### src/rtl/bcd_clock_counter.sv
// BCD time-of-day counter: 24 h internal HH:MM:SS, 12/24 h display, validated loads,
// set buttons and a day-wrap pulse for the display mux and alarm comparator.
module bcd_clock_counter #(
  parameter bit          SEC_EN     = 1'b1,
  parameter logic [23:0] RESET_TIME = 24'h000000
) (
  input  logic        clk,
  input  logic        reset,
  input  logic        tick,
  input  logic        load_time,
  input  logic [23:0] set_data,
  input  logic        set_pm,
  input  logic        inc_min,
  input  logic        inc_hr,
  input  logic        mode_12h,
  output logic [23:0] time_data,
  output logic        pm,
  output logic        day_wrap,
  output logic        load_err
);

  function automatic logic digits_ok(input logic [23:0] t);
    logic ok;
    ok = 1'b1;
    for (int i = 0; i < 6; i++) begin
      if (t[i*4 +: 4] > 4'd9) ok = 1'b0;
    end
    return ok;
  endfunction

  // With every digit valid, packed BCD compares numerically.
  function automatic logic time_ok(input logic [23:0] t);
    return digits_ok(t) && (t[23:16] <= 8'h23) && (t[15:8] <= 8'h59) && (t[7:0] <= 8'h59);
  endfunction

  function automatic logic [4:0] bcd2bin(input logic [7:0] b);
    return ({1'b0, b[7:4]} * 5'd10) + {1'b0, b[3:0]};
  endfunction

  function automatic logic [7:0] bin2bcd(input logic [4:0] v);
    logic [3:0] t;
    logic [4:0] r;
    if (v >= 5'd20) begin
      t = 4'd2; r = v - 5'd20;
    end else if (v >= 5'd10) begin
      t = 4'd1; r = v - 5'd10;
    end else begin
      t = 4'd0; r = v;
    end
    return {t, r[3:0]};
  endfunction

  function automatic logic [7:0] bcd_inc(input logic [7:0] v, input logic [7:0] max);
    if (v == max)           return 8'h00;
    else if (v[3:0] == 4'd9) return {v[7:4] + 4'd1, 4'd0};
    else                     return {v[7:4], v[3:0] + 4'd1};
  endfunction

  if (!time_ok(RESET_TIME)) begin : g_bad_reset_time
    $error("bcd_clock_counter: RESET_TIME is not a valid 24 h BCD time");
  end

  logic [7:0] hr_q, min_q, sec_q;
  logic [7:0] hr_d, min_d, sec_d;
  logic       day_wrap_q, load_err_q;
  logic       day_wrap_d, load_err_d;

  logic       ld_ok;
  logic [7:0] ld_hr;
  logic [7:0] tk_hr, tk_min, tk_sec;
  logic       tk_wrap;
  logic [4:0] hr_bin;
  logic [7:0] disp_hr;

  always_comb begin
    ld_ok = digits_ok(set_data) && (set_data[15:8] <= 8'h59) && (set_data[7:0] <= 8'h59)
            && (SEC_EN || (set_data[7:0] == 8'h00))
            && (mode_12h ? ((set_data[23:16] >= 8'h01) && (set_data[23:16] <= 8'h12))
                         : (set_data[23:16] <= 8'h23));
    ld_hr = set_data[23:16];
    if (mode_12h) begin
      if (set_data[23:16] == 8'h12) ld_hr = set_pm ? 8'h12 : 8'h00;
      else if (set_pm)              ld_hr = bin2bcd(bcd2bin(set_data[23:16]) + 5'd12);
    end
  end

  // Carry chain starts at seconds or minutes depending on the tick rate.
  always_comb begin
    if (SEC_EN) begin
      tk_sec  = bcd_inc(sec_q, 8'h59);
      tk_min  = (sec_q == 8'h59) ? bcd_inc(min_q, 8'h59) : min_q;
      tk_hr   = (sec_q == 8'h59 && min_q == 8'h59) ? bcd_inc(hr_q, 8'h23) : hr_q;
      tk_wrap = (sec_q == 8'h59) && (min_q == 8'h59) && (hr_q == 8'h23);
    end else begin
      tk_sec  = 8'h00;
      tk_min  = bcd_inc(min_q, 8'h59);
      tk_hr   = (min_q == 8'h59) ? bcd_inc(hr_q, 8'h23) : hr_q;
      tk_wrap = (min_q == 8'h59) && (hr_q == 8'h23);
    end
  end

  // Priority: load, then set buttons, then tick; a losing tick is dropped.
  always_comb begin
    hr_d       = hr_q;
    min_d      = min_q;
    sec_d      = sec_q;
    day_wrap_d = 1'b0;
    load_err_d = 1'b0;
    if (load_time) begin
      if (ld_ok) begin
        hr_d  = ld_hr;
        min_d = set_data[15:8];
        sec_d = set_data[7:0];
      end else begin
        load_err_d = 1'b1;
      end
    end else if (inc_hr || inc_min) begin
      if (inc_hr) hr_d = bcd_inc(hr_q, 8'h23);
      if (inc_min) begin
        min_d = bcd_inc(min_q, 8'h59);
        sec_d = 8'h00;
      end
    end else if (tick) begin
      hr_d       = tk_hr;
      min_d      = tk_min;
      sec_d      = tk_sec;
      day_wrap_d = tk_wrap;
    end
  end

  always_ff @(posedge clk or negedge reset) begin
    if (!reset) begin
      hr_q       <= RESET_TIME[23:16];
      min_q      <= RESET_TIME[15:8];
      sec_q      <= SEC_EN ? RESET_TIME[7:0] : 8'h00;
      day_wrap_q <= 1'b0;
      load_err_q <= 1'b0;
    end else begin
      hr_q       <= hr_d;
      min_q      <= min_d;
      sec_q      <= sec_d;
      day_wrap_q <= day_wrap_d;
      load_err_q <= load_err_d;
    end
  end

  always_comb begin
    hr_bin  = bcd2bin(hr_q);
    disp_hr = hr_q;
    if (mode_12h) begin
      if (hr_q == 8'h00)       disp_hr = 8'h12;
      else if (hr_q > 8'h12)   disp_hr = bin2bcd(hr_bin - 5'd12);
    end
  end

  assign time_data = {disp_hr, min_q, sec_q};
  assign pm        = (hr_q >= 8'h12);
  assign day_wrap  = day_wrap_q;
  assign load_err  = load_err_q;

endmodule

### config.mk
export PLATFORM = sky130hd
export DESIGN_NAME = bcd_clock_counter
export DESIGN_NICKNAME = d
export VERILOG_FILES = /design/src/rtl/bcd_clock_counter.sv
export SDC_FILE = /design/constraint.sdc
export NUM_CORES = 1
export LEC_CHECK = 0
export ABC_AREA = 1
export CAP_MARGIN = 20
export CORE_MARGIN = 4
export CORE_UTILIZATION = 52
export DETAILED_ROUTE_END_ITERATION = 7
export PLACE_DENSITY = 0.87
export SLEW_MARGIN = 20
export SYNTH_ARGS = -nofsm -noshare
export SYNTH_HDL_FRONTEND = slang
export SYNTH_SLANG_ARGS = --single-unit
### constraint.sdc
create_clock -name clk -period 4.1 [get_ports clk]
set_input_delay 0.82 -clock clk [delete_from_list [all_inputs] [get_ports clk]]
set_output_delay 0.82 -clock clk [all_outputs]
set_load 0.01 [all_outputs]
==> results.ini, run 1 <==
[run_status]
status = complete, no violations

[floorplanning]
fp.dieArea_sq_um = 6480
die_width_microns = 80.5
dieHeight_microns = 80.5
start_util = 0.536
core_sq_um = 5110
rows = 26
io-pin-count = 59

[timing]
worstMarginPinSlew_ns = 0.405
worst_slack_ns = 0.158
whs_ns = 0.562
finalCriticalPeriod_ns = 3.94
finalClockSkew_ns = 0.00296
final_max_slew_viol_count = 0
finalHoldViolCount = 0
relSlewSlack = 0.729
finalSetupTns_ns = 0
clock.fmax_mhz = 254
fin_crit_sh = 0.961
setup_viol = 0

[finish]
multiInputGateArea_sq_um = 1820
most-common-layout-cells = 91 x nand2_1, 60 x inv_1, 53 x clkdlybuf4s50_1
antenna_cells = 0
stdcell_area_sq_um = 3490
regArea_sq_um = 652
syn_to_final_growth_pct = 27.8
finalNetCount = 528
fin_cells = 534
nFillCells = 451
final_layout_size_suffix_gt1_frac = 0.0841
fin_util = 0.684
layout_commonest_cell = nand2_1

[power_and_ir_drop]
power_frac_comb = 0.641
vdd_drop_max_mv = 0.245
switching_share = 0.463
powerDensity_nw_per_um2 = 392
p_int_mw = 0.735
total_power_mw = 1.37
power_frac_clock = 0.103
power_leakage_nw = 1.74
net-switching-power_mw = 0.634
pwr-share-seq = 0.256

[worst_setup_path]
end_kind = output pin
cp_num_buf_inv = 2
path_max_fanout = 6
cp-start-kind = flip-flop
worstPathRequired_ns = 3.28
critical_path.top_delay_family = adder cells
path_cells = ha_1, ha_1, fa_1, inv_1, ha_1, nand3_1, nand3_1, nand2_2, o21ai_0, o21bai_1, o21ai_0, dlygate4sd2_1
arrival_ns = 3.12
r2r_start = sec_q[1]$_DFFE_PN0P_
regToRegSetupSlack_ns = 2.19
criticalPathCategory = reg -> out
cp_common_cell = ha_1
reg2regPathDepth = 12
worst-path-stages = 12
cp_slowest_stage_delay_ns = 0.56
r2r-end = hr_q[6]$_DFFE_PN0P_
slowest_stage = fa_1

[logic_synthesis]
synth_nets = 464
yosysUniqueCellTypes = 37
ys_ff_latch = 26
syn_inst = 402
ys_seq_area_frac = 0.238
netlist_area_sq_um = 2740
ys_warn_count = 0
avgSynthCellArea_sq_um = 6.80

[placement]
place_congestion = 0.954
placed_cells = 528
preCtsSetupSlack_ns = 0.117
port-buffer-count = 58
dpl_cell_area_sq_um = 3410
dp_hpwl_microns = 5870

[worst_hold_path]
hold_end = min_q[7]$_DFFE_PN0P_
hold_depth = 2
hold_path_class = reg -> reg
hold_start = min_q[7]$_DFFE_PN0P_

[clock_tree]
clk_pin_slew_ns = 0.08
htree_levels = 1
clock_latency_ns = 0.26
clock-root-buffer = clkbuf_8
clockBufferDepth = 2
cts_tree = built
cts_buffers = 3
clock_sinks = 26

[route]
drtPass1Iterations = 4
totalWireLength_microns = 7430
drtIter0Drc = 162
vias = 2953
avgViaCountPerCell = 5.53
routedWlPerCell_microns = 13.9
post-route-drc-count = 0
antenna_left = 0

[grt]
grt_max_degree = 27
antenna_found_initial = 0
grt_pass1_wl_microns = 12500
first_global_vias = 2954
grt_usage = 0.240
grt.overflow.total = 0

[job]
max_cap_viol_count = 0

-- cells by family after synthesis --
family / count (synthesis) / synth area share
adder cells (fa/ha/maj): 30 / 0.143
buffers and inverters: 73 / 0.102
flip-flops: 26 / 0.238
AO/OA/AOI/OAI: 82 / 0.175
AND/OR/NAND/NOR: 177 / 0.298
XOR/XNOR: 14 / 0.0448
-- routing by layer --
layer,GRT usage,routed length [microns],vias up
met1,0.298,3180,1357
met4,0.0963,199,0
met3,0.0325,445,25
met2,0.416,3610,125
li1,-,-,1446
met5,0,0,-
-- power by group through the flow --
stage	Combinational (mW)	Sequential, mW	Clock, mW
floorplan	0.532	0.357	0
global placement	0.789	0.355	0
detailed placement	0.827	0.357	0
CTS	0.834	0.349	0.144
global route	0.987	0.358	0.157
finish	0.878	0.351	0.140
-- state kept, by name, summed over array words and instances, names as in the netlist --
name	flops
hr_q	8
min_q	8
sec_q	8
day_wrap	1
load_err	1
-- worst max path at each step --
stage	from	to
after CTS	hr_q[4]$_DFFE_PN0P_	time_data[17]
after floorplan	hr_q[4]$_DFFE_PN0P_	time_data[17]
after global routing	hr_q[4]$_DFFE_PN0P_	time_data[20]
after detailed placement	hr_q[5]$_DFFE_PN0P_	time_data[20]
after global placement	hr_q[5]$_DFFE_PN0P_	time_data[20]
final	hr_q[4]$_DFFE_PN0P_	time_data[18]
-- cells in the mapped netlist (all sizes together) --
master	number	area, sq um
nand3	34	175
o31ai	1	12.5
and2	1	6.26
nand4	4	25.0
o21ai	47	250
buf	3	15.0
o21bai	1	7.51
a22oi	2	15.0
a31oi	5	31.3
dfrtp	26	651
nand3b	1	20.0
nand2	98	393
nor4	3	18.8
inv	66	248
nor3	5	25.0
o22ai	1	6.26
o41ai	1	8.76
a32o	3	30.0
ha	28	350
a21oi	17	85.1
o32ai	1	8.76
xor2	6	52.6
o211ai	2	15.0
fa	2	40.0
o21a	1	7.51
nor2	31	153
clkbuf	4	15.0
xnor2	8	70.1
-- tightest hold or removal path: stages, from the launching register on --
cell and delay, ns:
dfrtp_1 0.40, nand2_1 0.08, o21ai_2 0.05
-- layout make-up --
cell class / instances / area share
Inverter: 66 / 0.0709
Sequential cell: 26 / 0.187
Clock buffer: 3 / 0.0118
Timing Repair Buffer: 66 / 0.184
Tap cell: 70 / 0.0251
Multi-Input combinational cell: 303 / 0.522
-- timing repair --
item	CTS	global route
resized for setup	4	5
hold buffers	0	0
endpoints found under the hold margin	0	0
setup endpoints to repair	4	5
setup buffers	2	1
Note: power is estimated with default switching activity, not from simulation.
==> run 2: changes to the inputs <==
--- a/config.mk
+++ b/config.mk
@@ -7,10 +7,12 @@
 export LEC_CHECK = 0
 export ABC_AREA = 1
 export CAP_MARGIN = 20
+export CORE_ASPECT_RATIO = 1.4
 export CORE_MARGIN = 4
 export CORE_UTILIZATION = 52
 export DETAILED_ROUTE_END_ITERATION = 7
 export PLACE_DENSITY = 0.87
+export SETUP_SLACK_MARGIN = 0.05
 export SLEW_MARGIN = 20
 export SYNTH_ARGS = -nofsm -noshare
 export SYNTH_HDL_FRONTEND = slang
==> run 2 against run 1 <==
  * First-iteration DRC count shrank 20%
  * Routed wire length fell by 4.8%
  * Register-to-register slack lost 0.04 ns
  * Sequential share of layout area about the same
  * Via count down 3.0%
  * Final cell count shrank 0.75%
  * Highest routed layer unchanged
  * Total power up 1.8%
  * Sequential cell count is the same
  * Clock skew increased by 0.0011 ns
  * Global-route usage fell by 2.1 points
==> results.ini, run 2 (synthesis gave the netlist of run 1 again) <==
[run_status]
status = complete, no violations

[grt]
grt_usage = 0.219  ; -0.0211
antenna_found_initial = 0  ; unchanged
grt_max_degree = 27  ; unchanged
first_global_vias = 2784  ; -5.8%
grt_pass1_wl_microns = 11800  ; -5.2%
grt.overflow.total = 0  ; unchanged

[route]
avgViaCountPerCell = 5.41  ; -2.2%
antenna_left = 0  ; unchanged
drtPass1Iterations = 4  ; unchanged
post-route-drc-count = 0  ; unchanged
vias = 2865  ; -3.0%
drtIter0Drc = 129  ; -20%
totalWireLength_microns = 7070  ; -4.8%
routedWlPerCell_microns = 13.3  ; -4.1%

[power_and_ir_drop]
p_int_mw = 0.780  ; +6.2%
powerDensity_nw_per_um2 = 400  ; +2.0%
power_frac_comb = 0.596  ; -0.045
pwr-share-seq = 0.249  ; -0.007
net-switching-power_mw = 0.614  ; -3.3%
switching_share = 0.440  ; -0.0231
power_leakage_nw = 1.73  ; -0.59%
power_frac_clock = 0.155  ; +0.052
total_power_mw = 1.39  ; +1.8%
vdd_drop_max_mv = 0.224  ; -8.5%

[clock_tree]
cts_hold_buf = 0  ; unchanged
htree_levels = 1  ; unchanged
clk_pin_slew_ns = 0.09  ; about the same
clock_latency_ns = 0.27  ; about the same
cts_tree = built
clockBufferDepth = 2  ; unchanged
cts_buffers = 3  ; unchanged
clock_sinks = 26  ; unchanged
clock-root-buffer = clkbuf_8

[placement]
preCtsSetupSlack_ns = 0.143  ; +0.0260 ns
placed_cells = 523  ; -0.95%
port-buffer-count = 58  ; unchanged
dp_hpwl_microns = 5650  ; -3.8%
dpl_cell_area_sq_um = 3400  ; -0.37%
place_congestion = 0.905  ; -5.1%

[finish]
largestRegisters = hr_q: 8 flops, min_q: 8 flops, sec_q: 8 flops
stdcell_area_sq_um = 3490  ; -0.18%
syn_to_final_growth_pct = 27.5
multiInputGateArea_sq_um = 1810  ; -0.82%
fin_util = 0.681  ; -0.00289
regArea_sq_um = 651  ; -0.19%
final_layout_size_suffix_gt1_frac = 0.0797  ; -0.00431
most-common-layout-cells = 91 x nand2_1, 60 x inv_1, 53 x clkdlybuf4s50_1
fin_cells = 530  ; -0.75%
finalNetCount = 527  ; -0.19%
layout_commonest_cell = nand2_1
antenna_cells = 0  ; unchanged
nFillCells = 454  ; +0.67%

[worst_setup_path]
arrival_ns = 3.03  ; -0.09 ns
cp-start-kind = flip-flop
slowest_stage = fa_1
cp_common_cell = ha_1
reg2regPathDepth = 12  ; unchanged
cp_slowest_stage_delay_ns = 0.57  ; about the same
critical_path.top_delay_family = adder cells
end_kind = output pin
path_cells = ha_1, ha_1, fa_1, inv_1, ha_1, nand3_1, nand3_1, nand2_2, o21ai_0, o21bai_1, o21ai_0, dlygate4sd2_1
worst-path-stages = 12  ; unchanged
criticalPathCategory = reg -> out
worstPathRequired_ns = 3.28  ; about the same
path_max_fanout = 6  ; unchanged
cp_num_buf_inv = 2  ; unchanged

[timing]
finalSetupTns_ns = 0  ; unchanged
finalClockSkew_ns = 0.00403  ; +0.00106 ns
relSlewSlack = 0.552  ; -0.177
clock.fmax_mhz = 260  ; +2.3%
worst_slack_ns = 0.248  ; +0.0893 ns
final_max_slew_viol_count = 0  ; unchanged
whs_ns = 0.522  ; -0.0406 ns
rsz0062_at_grt = false
fin_crit_sh = 0.940  ; -0.0218
worstMarginPinSlew_ns = 0.670  ; +0.265 ns
finalHoldViolCount = 0  ; unchanged
finalCriticalPeriod_ns = 3.85  ; -0.0893 ns
setup_viol = 0  ; unchanged

[worst_hold_path]
hold_depth = 2  ; unchanged
hold_path_class = reg -> reg

[floorplanning]
fp.dieArea_sq_um = 6500  ; +0.25%
start_util = 0.534  ; -0.00131
rows = 31  ; +19%
dieHeight_microns = 93.8  ; +16%
core_sq_um = 5120  ; +0.24%
die_width_microns = 69.3  ; -14%
io-pin-count = 59  ; unchanged

[job]
max_cap_viol_count = 0  ; unchanged

run 2: what timing repair did:
item	in CTS	in global routing
setup buffers	3	0
setup endpoints to repair	4	2
gates resized for setup	5	3
endpoints found under the hold margin	0	0
run 2: tightest hold or removal path: cells and delay by family (launching register included):
family | cells | cell delay [ns]
compound gates | 1 | 0.05
flops | 1 | 0.37
simple gates | 1 | 0.07
run 2: layout make-up:
type	count	share of cell area
multi-input cells	303	0.519
flip-flops and latches	26	0.187
repair buffers	65	0.180
inverters	66	0.0710
well taps	66	0.0237
clock buffers	3	0.0118
clock inverters	1	0.00861
run 2: path summary, 6_finish.rpt:
kind | start | end | slack [ns]
worst max-delay path | hr_q[4]$_DFFE_PN0P_ | time_data[18] | 0.25
worst min-delay path | min_q[7]$_DFFE_PN0P_ | min_q[7]$_DFFE_PN0P_ | 0.52
worst max register to register | sec_q[1]$_DFFE_PN0P_ | hr_q[6]$_DFFE_PN0P_ | 2.15
worst min register to register | min_q[7]$_DFFE_PN0P_ | min_q[7]$_DFFE_PN0P_ | 0.52
max in group asynchronous | reset | hr_q[6]$_DFFE_PN0P_ | 2.93
min in group asynchronous | reset | sec_q[4]$_DFFE_PN0P_ | 0.90
run 2: power groups by stage:
stage	sequential (mW)	combinational [mW]	clock (mW)
2_1_floorplan	0.357	0.532	0
3_3_place_gp	0.355	0.792	0
3_5_place_dp	0.357	0.818	0
4_1_cts	0.347	0.826	0.220
5_1_grt	0.355	0.932	0.228
6_report	0.348	0.831	0.216
run 2: metal layers:
layer,global-route usage,vias up,part of all wire
li1,-,1447,-
met1,0.249,1308,0.41
met2,0.409,98,0.52
met3,0.0268,12,0.048
met4,0.0879,0,0.018
met5,0,-,0
